## src/rtl/arilla_arb_pkg.sv

```systemverilog
// Shared types for the arilla core/debug bus arbiter.
// ARILLA_ARB_TIMEOUT_EN adds the TIMEOUT state used by the grant watchdog.
package arilla_arb_pkg;

    typedef enum logic [1:0] {
        StIdle    = 2'd0,
        StGntCore = 2'd1,
        StGntDbg  = 2'd2
`ifdef ARILLA_ARB_TIMEOUT_EN
        , StTimeout = 2'd3
`endif
    } arb_state_e;

    typedef enum logic {
        OWN_CORE = 1'b0,
        OWN_DBG  = 1'b1
    } owner_e;

    typedef struct packed {
        logic [31:0] addr;
        logic        rd;
        logic        wr;
        logic [31:0] wdata;
        logic [3:0]  wmask;
    } arb_req_t;

    localparam int unsigned CntWidth = 8;

endpackage

```

## src/rtl/arilla_arb_timer.sv

```systemverilog
// Grant watchdog: counts grant cycles without s_ready and flags the cycle the
// count reaches TimeoutCycles. Only instantiated with ARILLA_ARB_TIMEOUT_EN.
module arilla_arb_timer
    import arilla_arb_pkg::*;
#(
    parameter int unsigned TimeoutCycles = 255
) (
    input  logic clk,
    input  logic rst,
    input  logic i_clear,
    input  logic i_inc,
    output logic o_expire
);

    logic [CntWidth-1:0] r_cnt;

    always_ff @(posedge clk) begin
        if (rst || i_clear) begin
            r_cnt <= '0;
        end else if (i_inc) begin
            r_cnt <= r_cnt + 8'd1;
        end
    end

    // Fires in the cycle whose increment lands on the limit.
    assign o_expire = i_inc && (({1'b0, r_cnt} + 9'd1) == 9'(TimeoutCycles));

endmodule

```

## src/rtl/arilla_bus_arbiter.sv

```systemverilog
// Two-master (core, debug) arbiter onto a single slave port.
// ARILLA_ARB_TIMEOUT_EN enables the grant timeout and the err outputs.
module arilla_bus_arbiter
    import arilla_arb_pkg::*;
#(
    parameter int unsigned DebugPriority = 1,
    parameter int unsigned TimeoutCycles = 255
) (
    input  logic        clk,
    input  logic        rst,
    input  logic [31:0] c_addr,
    input  logic        c_rd,
    input  logic        c_wr,
    input  logic [31:0] c_wdata,
    input  logic [3:0]  c_wmask,
    output logic [31:0] c_rdata,
    output logic        c_done,
    output logic        c_err,
    input  logic [31:0] d_addr,
    input  logic        d_rd,
    input  logic        d_wr,
    input  logic [31:0] d_wdata,
    input  logic [3:0]  d_wmask,
    output logic [31:0] d_rdata,
    output logic        d_done,
    output logic        d_err,
    output logic [31:0] s_addr,
    output logic        s_rd,
    output logic        s_wr,
    output logic [31:0] s_wdata,
    output logic [3:0]  s_wmask,
    input  logic [31:0] s_rdata,
    input  logic        s_ready,
    output logic        grant_dbg
);

    arb_state_e r_state, w_state_next;
    owner_e     r_last, w_last_next;
    arb_req_t   w_c_req, w_d_req, w_own_req;
    logic       w_c_act, w_d_act, w_gnt;

    assign w_c_req = '{addr: c_addr, rd: c_rd, wr: c_wr, wdata: c_wdata, wmask: c_wmask};
    assign w_d_req = '{addr: d_addr, rd: d_rd, wr: d_wr, wdata: d_wdata, wmask: d_wmask};
    assign w_c_act = c_rd | c_wr;
    assign w_d_act = d_rd | d_wr;
    assign w_gnt   = (r_state == StGntCore) || (r_state == StGntDbg);
    // r_last always names the current owner once a grant has been entered.
    assign w_own_req = (r_last == OWN_DBG) ? w_d_req : w_c_req;

`ifdef ARILLA_ARB_TIMEOUT_EN
    logic w_expire, w_tmr_clear, w_tmr_inc;

    assign w_tmr_clear = !w_gnt;
    assign w_tmr_inc   = w_gnt && !s_ready;

    arilla_arb_timer #(
        .TimeoutCycles(TimeoutCycles)
    ) u_timer (
        .clk      (clk),
        .rst      (rst),
        .i_clear  (w_tmr_clear),
        .i_inc    (w_tmr_inc),
        .o_expire (w_expire)
    );
`endif

    always_ff @(posedge clk) begin
        if (rst) begin
            r_state <= StIdle;
            r_last  <= OWN_CORE;
        end else begin
            r_state <= w_state_next;
            r_last  <= w_last_next;
        end
    end

    always_comb begin
        w_state_next = r_state;
        w_last_next  = r_last;
        case (r_state)
            StIdle: begin
                if (w_d_act && (!w_c_act || DebugPriority != 0 || r_last == OWN_CORE)) begin
                    w_state_next = StGntDbg;
                    w_last_next  = OWN_DBG;
                end else if (w_c_act) begin
                    w_state_next = StGntCore;
                    w_last_next  = OWN_CORE;
                end
            end
            StGntCore, StGntDbg: begin
                if (s_ready) begin
                    w_state_next = StIdle;
`ifdef ARILLA_ARB_TIMEOUT_EN
                end else if (w_expire) begin
                    w_state_next = StTimeout;
`endif
                end
            end
            default: w_state_next = StIdle;
        endcase
    end

    always_comb begin
        s_addr    = '0;
        s_rd      = 1'b0;
        s_wr      = 1'b0;
        s_wdata   = '0;
        s_wmask   = '0;
        c_rdata   = '0;
        c_done    = 1'b0;
        c_err     = 1'b0;
        d_rdata   = '0;
        d_done    = 1'b0;
        d_err     = 1'b0;
        grant_dbg = 1'b0;
        if (!rst) begin
            if (w_gnt) begin
                s_addr  = w_own_req.addr;
                s_wr    = w_own_req.wr;
                s_rd    = w_own_req.rd & ~w_own_req.wr;
                s_wdata = w_own_req.wdata;
                s_wmask = w_own_req.wmask;
                if (s_ready) begin
                    if (r_last == OWN_DBG) begin
                        d_done  = 1'b1;
                        d_rdata = s_rdata;
                    end else begin
                        c_done  = 1'b1;
                        c_rdata = s_rdata;
                    end
                end
            end
`ifdef ARILLA_ARB_TIMEOUT_EN
            if (r_state == StTimeout) begin
                if (r_last == OWN_DBG) begin
                    d_done = 1'b1;
                    d_err  = 1'b1;
                end else begin
                    c_done = 1'b1;
                    c_err  = 1'b1;
                end
            end
`endif
            grant_dbg = (r_state != StIdle) && (r_last == OWN_DBG);
        end
    end

endmodule

```

## config.mk

```make
export PLATFORM = sky130hd
export DESIGN_NAME = arilla_bus_arbiter
export DESIGN_NICKNAME = d
export VERILOG_FILES = /design/src/rtl/arilla_arb_pkg.sv /design/src/rtl/arilla_arb_timer.sv /design/src/rtl/arilla_bus_arbiter.sv
export SDC_FILE = /design/constraint.sdc
export NUM_CORES = 1
export LEC_CHECK = 0
export BUFFER_PORTS_ARGS = -buffer_cell sky130_fd_sc_hd__buf_2
export CORE_AREA = 2 2 120 122
export CTS_CLUSTER_SIZE = 12
export DETAILED_ROUTE_END_ITERATION = 10
export DIE_AREA = 0 0 122 124
export SLEW_MARGIN = 0
export SYNTH_ARGS = -nofsm -noshare
export SYNTH_HDL_FRONTEND = slang
export SYNTH_SLANG_ARGS = --single-unit
```

## constraint.sdc

```tcl
create_clock -name clk -period 3.9 [get_ports clk]
set_input_delay 0.585 -clock clk [delete_from_list [all_inputs] [get_ports clk]]
set_output_delay 0.585 -clock clk [all_outputs]
set_load 0.02 [all_outputs]
```

==> results.toml, run 1 <==
[timing]
finClkSkew_ns = 0.00397
finalCritPeriodShare_pct = 68.9
rsz0062_at_grt = "no"
relSlewSlack_pct = 44.2
fin_crit_ns = 2.69
fmax_mhz = 372
setup_viol = 0
hold_violations = 0
drv_slew = 0
timing.setup.tns_ns = 0
worst_pin_slew_ns = 0.836

[critical_path]
worstPathRequired_ns = 3.31
arrival_ns = 2.10
critical-path-max-stage-delay_ns = 0.81
crit_fanout = 33
crit_slowest_cell = "and4b_1"
crit_family = "simple AND/OR/NAND/NOR gates"
cp-end-kind = "output port"
startpoint_type = "flip-flop"
crit_type = "flip-flop to output port"
crit_buf_inv = 1
path_cells = "and4b_1 -> and2_1 -> buf_2"

[detailed_routing]
drt_iter0_markers = 40
drtAntennaViolNets = 0
vias = 2811
viasPerCell = 3.85
dr.pass1.iters = 4
drt-total-wl_mm = 8.98
drc = 0
wl_per_cell_um = 12.3

[placed_design]
place_congestion = 0.771
dp_cells = 726
portBuffers = 311
hpwl_mm = 8.00

[clock_network]
clk_latency_ns = 0.22
cts.reportedPaths.clkPinSlew_ns = 0.03
cts_tree = "built"
hold_buffers = 0
cts_buffers = 3
clockBufferDepth = 2
clock_sinks = 3
cts_root_buf = "clkbuf_16"
postCtsSetupBuffers = 0
postCtsResizedCells = 0
htreeDepth = 1

[floorplan]
ios = 314
start_util_pct = 12.6
dieHeight_um = 124
dieArea_sq_mm = 0.0151
std_cell_rows = 43
die_w_um = 122
coreArea_sq_mm = 0.0137

[yosys]
yosysWarnings = 0
synth-edff-count = 0
postSynth.asyncResetShare_pct = 0
synth_cell_type_count = 25
syn_area_per_cell_sq_um = 6.80
syn_area_sq_mm = 0.00173
synth-main-ff-cell = "dfxtp_1"
ys_ff_latch = 3
synthCells = 255
seq_area_frac_synth_pct = 3.46

[run]
drv_cap = 0

[min_path]
worstHoldPathType = "flip-flop to flip-flop"

[power_and_ir_drop]
powerDensity_mw_per_mm2 = 235
vdd_drop_max_uv = 102
leakagePower_nw = 2.17

[final_layout]
drive_above_1_share_pct = 58.2
areaGrowthSynthToFinish_pct = 101
final_util_pct = 25.3
final_nets = 728
fin_cells = 730
antenna_cells = 0

[grt]
track_usage_pct = 9.80
first_global_vias = 2306
grt_pass1_wl_mm = 11.6
grt_max_degree = 71
grt-ovfl-total = 0
antenna_found_initial = 0

[status]
status = "finished clean"
[routing by layer]
layer | track usage, % | part of all wire (%) | vias up | wire (um)
met5 | 0 | 0 | - | 0
met4 | 1.08 | 0.43 | 0 | 39
met3 | 0.824 | 9.3 | 8 | 831
met2 | 19.3 | 52 | 198 | 4650
met1 | 11.8 | 39 | 1188 | 3460
li1 | - | - | 1417 | -
[flip-flops by register name, summed over array words and instances, names as in the netlist]
| signal | count |
|---|---|
| r_state | 2 |
| r_last | 1 |
[cells in the mapped netlist, drive strengths merged (2+ instances only)]
library cell	instances	share of area, %
o21ai	2	0.58
and2	64	23
ha	2	1.4
clkbuf	10	2.2
nor3b	2	1.5
mux2i	69	40
dfxtp	3	3.5
nor2	73	16
a21oi	2	0.58
inv	3	0.65
buf	14	6.5
[final timing paths]
| path | cells after the start | start | end | slack, ns |
|---|---|---|---|---|
| setup / recovery | 3 | r_last$_SDFFE_PP0P_ | d_rdata[13] | 1.21 |
| hold / removal | 2 | r_state[0]$_SDFFE_PP0P_ | r_state[0]$_SDFFE_PP0P_ | 0.50 |
| setup reg to reg | 5 | r_state[0]$_SDFFE_PP0P_ | r_state[1]$_SDFFE_PP0P_ | 2.40 |
| hold reg to reg | 2 | r_state[0]$_SDFFE_PP0P_ | r_state[0]$_SDFFE_PP0P_ | 0.50 |
[layout by cell type, fill, tap and decap left out, types with 2 or more instances in the layout]
cell type and n:
conb_1 2, and2_1 64, o21ai_0 2, mux2i_1 69
buf_2 311, ha_1 2, clkbuf_16 3, buf_4 3
dfxtp_1 2, a21oi_1 2, inv_1 3, nor2_1 73
[metrics by stage]
step           cell area [sq um]  hold WS [ns]  worst slack (ns)  total power, W
6_report                    3480         0.499              1.21        0.000817
5_1_grt                     3480         0.531              1.01        0.000879
4_1_cts                     3480         0.505              1.18        0.000830
3_5_place_dp                3400         0.507              1.25        0.000664
3_3_place_gp                3400         0.507              1.33        0.000663
2_1_floorplan               1740         0.464              1.76        0.000446
[worst reg2reg max path, delay by kind of cell, from the launching register on]
kind	cells	cell delay [ns]
fa+ha+maj	1	0.33
flops	1	0.29
compound gates	1	0.07
buf+inv	1	0.06
simple gates	2	0.67
[kinds of logic (layout without fill, tap and decap cells)]
logic type / Yosys count / in the layout / share of synthesized area [%]
compound gates: 8 / 8 / 2.89
fa+ha+maj: 2 / 2 / 1.44
buf+inv: 27 / 321 / 9.31
flops: 3 / 3 / 3.46
mux: 69 / 69 / 39.8
other cells: 1 / 2 / 0.216
simple gates: 145 / 145 / 42.9
[final cells by class]
cell class / instances / area, sq um
fill: 1559 / 10200
clock buffer: 4 / 78.8
tap: 180 / 225
inverter: 3 / 11.3
sequential: 3 / 63.8
multi-input combinational: 226 / 1520
timing repair buffer: 314 / 1580
[report_power, final]
part | internal [W] | switching (W) | total, W
sequential | 0.0000367 | 0.0000253 | 0.0000620
clock | 0.000135 | 0.0000266 | 0.000161
combinational | 0.000251 | 0.000342 | 0.000593
total | 0.000422 | 0.000394 | 0.000817
(Power assumes the default switching activity.)
==> run 2, diff against run 1 <==
--- a/config.mk
+++ b/config.mk
@@ -5,11 +5,12 @@
 export SDC_FILE = /design/constraint.sdc
 export NUM_CORES = 1
 export LEC_CHECK = 0
+export ABC_AREA = 1
 export BUFFER_PORTS_ARGS = -buffer_cell sky130_fd_sc_hd__buf_2
-export CORE_AREA = 2 2 120 122
+export CORE_AREA = 2 2 123 125
 export CTS_CLUSTER_SIZE = 12
 export DETAILED_ROUTE_END_ITERATION = 10
-export DIE_AREA = 0 0 122 124
+export DIE_AREA = 0 0 125 127
 export SLEW_MARGIN = 0
 export SYNTH_ARGS = -nofsm -noshare
 export SYNTH_HDL_FRONTEND = slang
==> constraint.sdc (replaced) <==
create_clock -name clk -period 2.7 [get_ports clk]
set_input_delay 0.405 -clock clk [delete_from_list [all_inputs] [get_ports clk]]
set_output_delay 0.405 -clock clk [all_outputs]
set_load 0.02 [all_outputs]
==> run 2 against run 1 <==
Final cell count rose by 16%. Via count up 17%. Hold slack worse by 0.13 ns. Synthesized area decreased by 2.0%. Design area down 1.3%. Utilization shrank 1.6 points. Sequential share of layout area barely moved. First-iteration DRC count grew to 3.4 times the previous value. Count of clock-buffer cells in the layout is the same. Routed wire length is 0.75% higher. Highest routed layer unchanged.
==> results.toml, run 2 <==
[status]
status = "finished clean"

[clock_network]
clockBufferDepth = 2
cts_root_buf = "clkbuf_16"
clock_sinks = 3
cts_tree = "built"
htreeDepth = 1
clk_latency_ns = 0.22
cts.reportedPaths.clkPinSlew_ns = 0.03
hold_buffers = 0
postCtsResizedCells = 0
postCtsSetupBuffers = 0
cts_buffers = 3

[final_layout]
multiInputGateArea_sq_mm = 0.00128
layout_common_cells = "buf_2 (311), nor2_1 (205), nor3_1 (69)"
areaGrowthSynthToFinish_pct = 102
drive_above_1_share_pct = 49.2
largest-register = "r_state"
final_nets = 842
largest_reg_flops = 2
nFillCells = 1644
fin_cells = 849
reg.largest.list = "r_state (2), r_last (1)"
regArea_sq_um = 61.3
final_common_cell = "buf_2"
final_util_pct = 23.8

[power_and_ir_drop]
powerDensity_mw_per_mm2 = 328
vdd_drop_max_uv = 215
finalPower_w = 0.00112
leakagePower_nw = 2.29

[critical_path]
critical-path-max-stage-delay_ns = 0.40
worstPathRequired_ns = 2.30
startpoint = "r_state[0]$_SDFFE_PP0P_"
crit_type = "flip-flop to output port"
path_cells = "inv_1 -> ha_1 -> nand2_4 -> nor3_4 -> inv_2 -> nor2_1 -> buf_2"
crit_fanout = 32
cp-end-kind = "output port"
crit_slowest_cell = "inv_2"
rr_startpoint = "r_state[0]$_SDFFE_PP0P_"
startpoint_type = "flip-flop"
arrival_ns = 1.88

[timing]
setup_viol = 0
finalCritPeriodShare_pct = 84.8
finClkSkew_ns = 0.000640
timing.setup.tns_ns = 0
drv_slew = 0
worst_pin_slew_ns = 0.516
relSlewSlack_pct = 65.5
rsz0062_at_grt = "no"
fmax_mhz = 437
hold_violations = 0
worst_hold_slack_ns = 0.369
fin_crit_ns = 2.29

[min_path]
worstHoldPathType = "input pin to flip-flop"
holdCritStartpoint = "rst"

[placed_design]
portBuffers = 311
place_congestion = 0.805
dp_cells = 844
hpwl_mm = 7.56

[grt]
antenna_found_initial = 0
grt-ovfl-total = 0
track_usage_pct = 10.1
grt_max_degree = 67
first_global_vias = 2855
grt_pass1_wl_mm = 13.3

[detailed_routing]
vias = 3284
drt_iter0_markers = 134
drc = 0
drtAntennaViolNets = 0
wl_per_cell_um = 10.7
dr.pass1.iters = 4
drt-total-wl_mm = 9.05
viasPerCell = 3.87

[yosys]
postSynth.asyncResetShare_pct = 0
yosysTopAreaCell = "nor2_1"
synth_cell_type_count = 22
netlist.area_leader.share_pct = 45.3
synth-main-ff-cell = "dfxtp_1"
synth_common_cells = "nor2_1 (205), nor3_1 (69), inv_1 (38)"
yosysWarnings = 0
synth_most_common_cell = "nor2_1"
syn_area_per_cell_sq_um = 4.56
syn_area_sq_mm = 0.00170
seq_area_frac_synth_pct = 3.53
ys_ff_latch = 3
synth_area_leaders = "nor2_1 (45%), nor3_1 (20%), inv_1 (8.4%), buf_6 (4.6%), buf_2 (3.5%)"
synthCells = 373
synth-edff-count = 0

[run]
drv_cap = 0

[floorplan]
coreArea_sq_mm = 0.0144
std_cell_rows = 44
dieHeight_um = 127
start_util_pct = 11.8
die_w_um = 125
dieArea_sq_mm = 0.0159
ios = 314
[run 2: changes by cell type after synthesis, moves of 7 or more]
cell / change
nor2_1: +132
nor3_1: +69
mux2i_1: -68
and2_1: -64
inv_1: +35
buf_2: +9
nand2_1: +7
[run 2: critical path: cells and delay by family, from the launching register on]
| kind | cells | cell delay (ns) |
|---|---|---|
| buf+inv | 3 | 0.64 |
| simple gates | 3 | 0.37 |
| flops | 1 | 0.31 |
| fa+ha+maj | 1 | 0.33 |
[run 2: report_power, final]
part	total, W	switching (W)	leakage [nW]	internal (W)
Clock	0.000233	0.0000388	0.0382	0.000195
Sequential	0.0000652	0.0000139	0.0251	0.0000513
Combinational	0.000826	0.000524	2.23	0.000302
[run 2: through the flow]
step,area (sq um),setup slack [ns]
6_report,3430,0.411
5_1_grt,3430,0.202
4_1_cts,3430,0.376
3_5_place_dp,3350,0.602
3_3_place_gp,3350,0.621
2_1_floorplan,1700,0.728
[run 2: metal layers]
metal / vias up / part of all wire [%] / GRT usage, %
li1: 1713 / - / -
met1: 1359 / 37 / 10.0
met2: 200 / 52 / 20.8
met3: 12 / 9.3 / 2.09
met4: 0 / 2.0 / 3.27
met5: - / 0 / 0
[run 2: cells by family after synthesis]
kind of cell | Yosys count | synth area share, %
multiplexers | 1 | 0.589
other | 1 | 0.221
flip-flops | 3 | 3.53
AO/OA/AOI/OAI | 5 | 1.77
adder cells (fa/ha/maj) | 2 | 1.47
AND/OR/NAND/NOR | 289 | 71.2
buffers and inverters | 72 | 21.2
[run 2: final cells by class]
class                      instances  share of cell area (%)
antenna                            1                  0.0729
timing repair buffer             316                    47.2
multi-input combinational        299                    37.4
clock buffer                       4                    2.30
tap                              184                    6.71
sequential                         3                    1.79
inverter                          42                    4.59
[run 2: worst paths after layout]
check / endpoint / slack [ns] / cells after the start
max: c_rdata[5] / 0.41 / 7
min: r_state[0]$_SDFFE_PP0P_ / 0.37 / 2
max reg2reg: r_state[0]$_SDFFE_PP0P_ / 1.51 / 5
min reg2reg: r_state[0]$_SDFFE_PP0P_ / 0.45 / 2
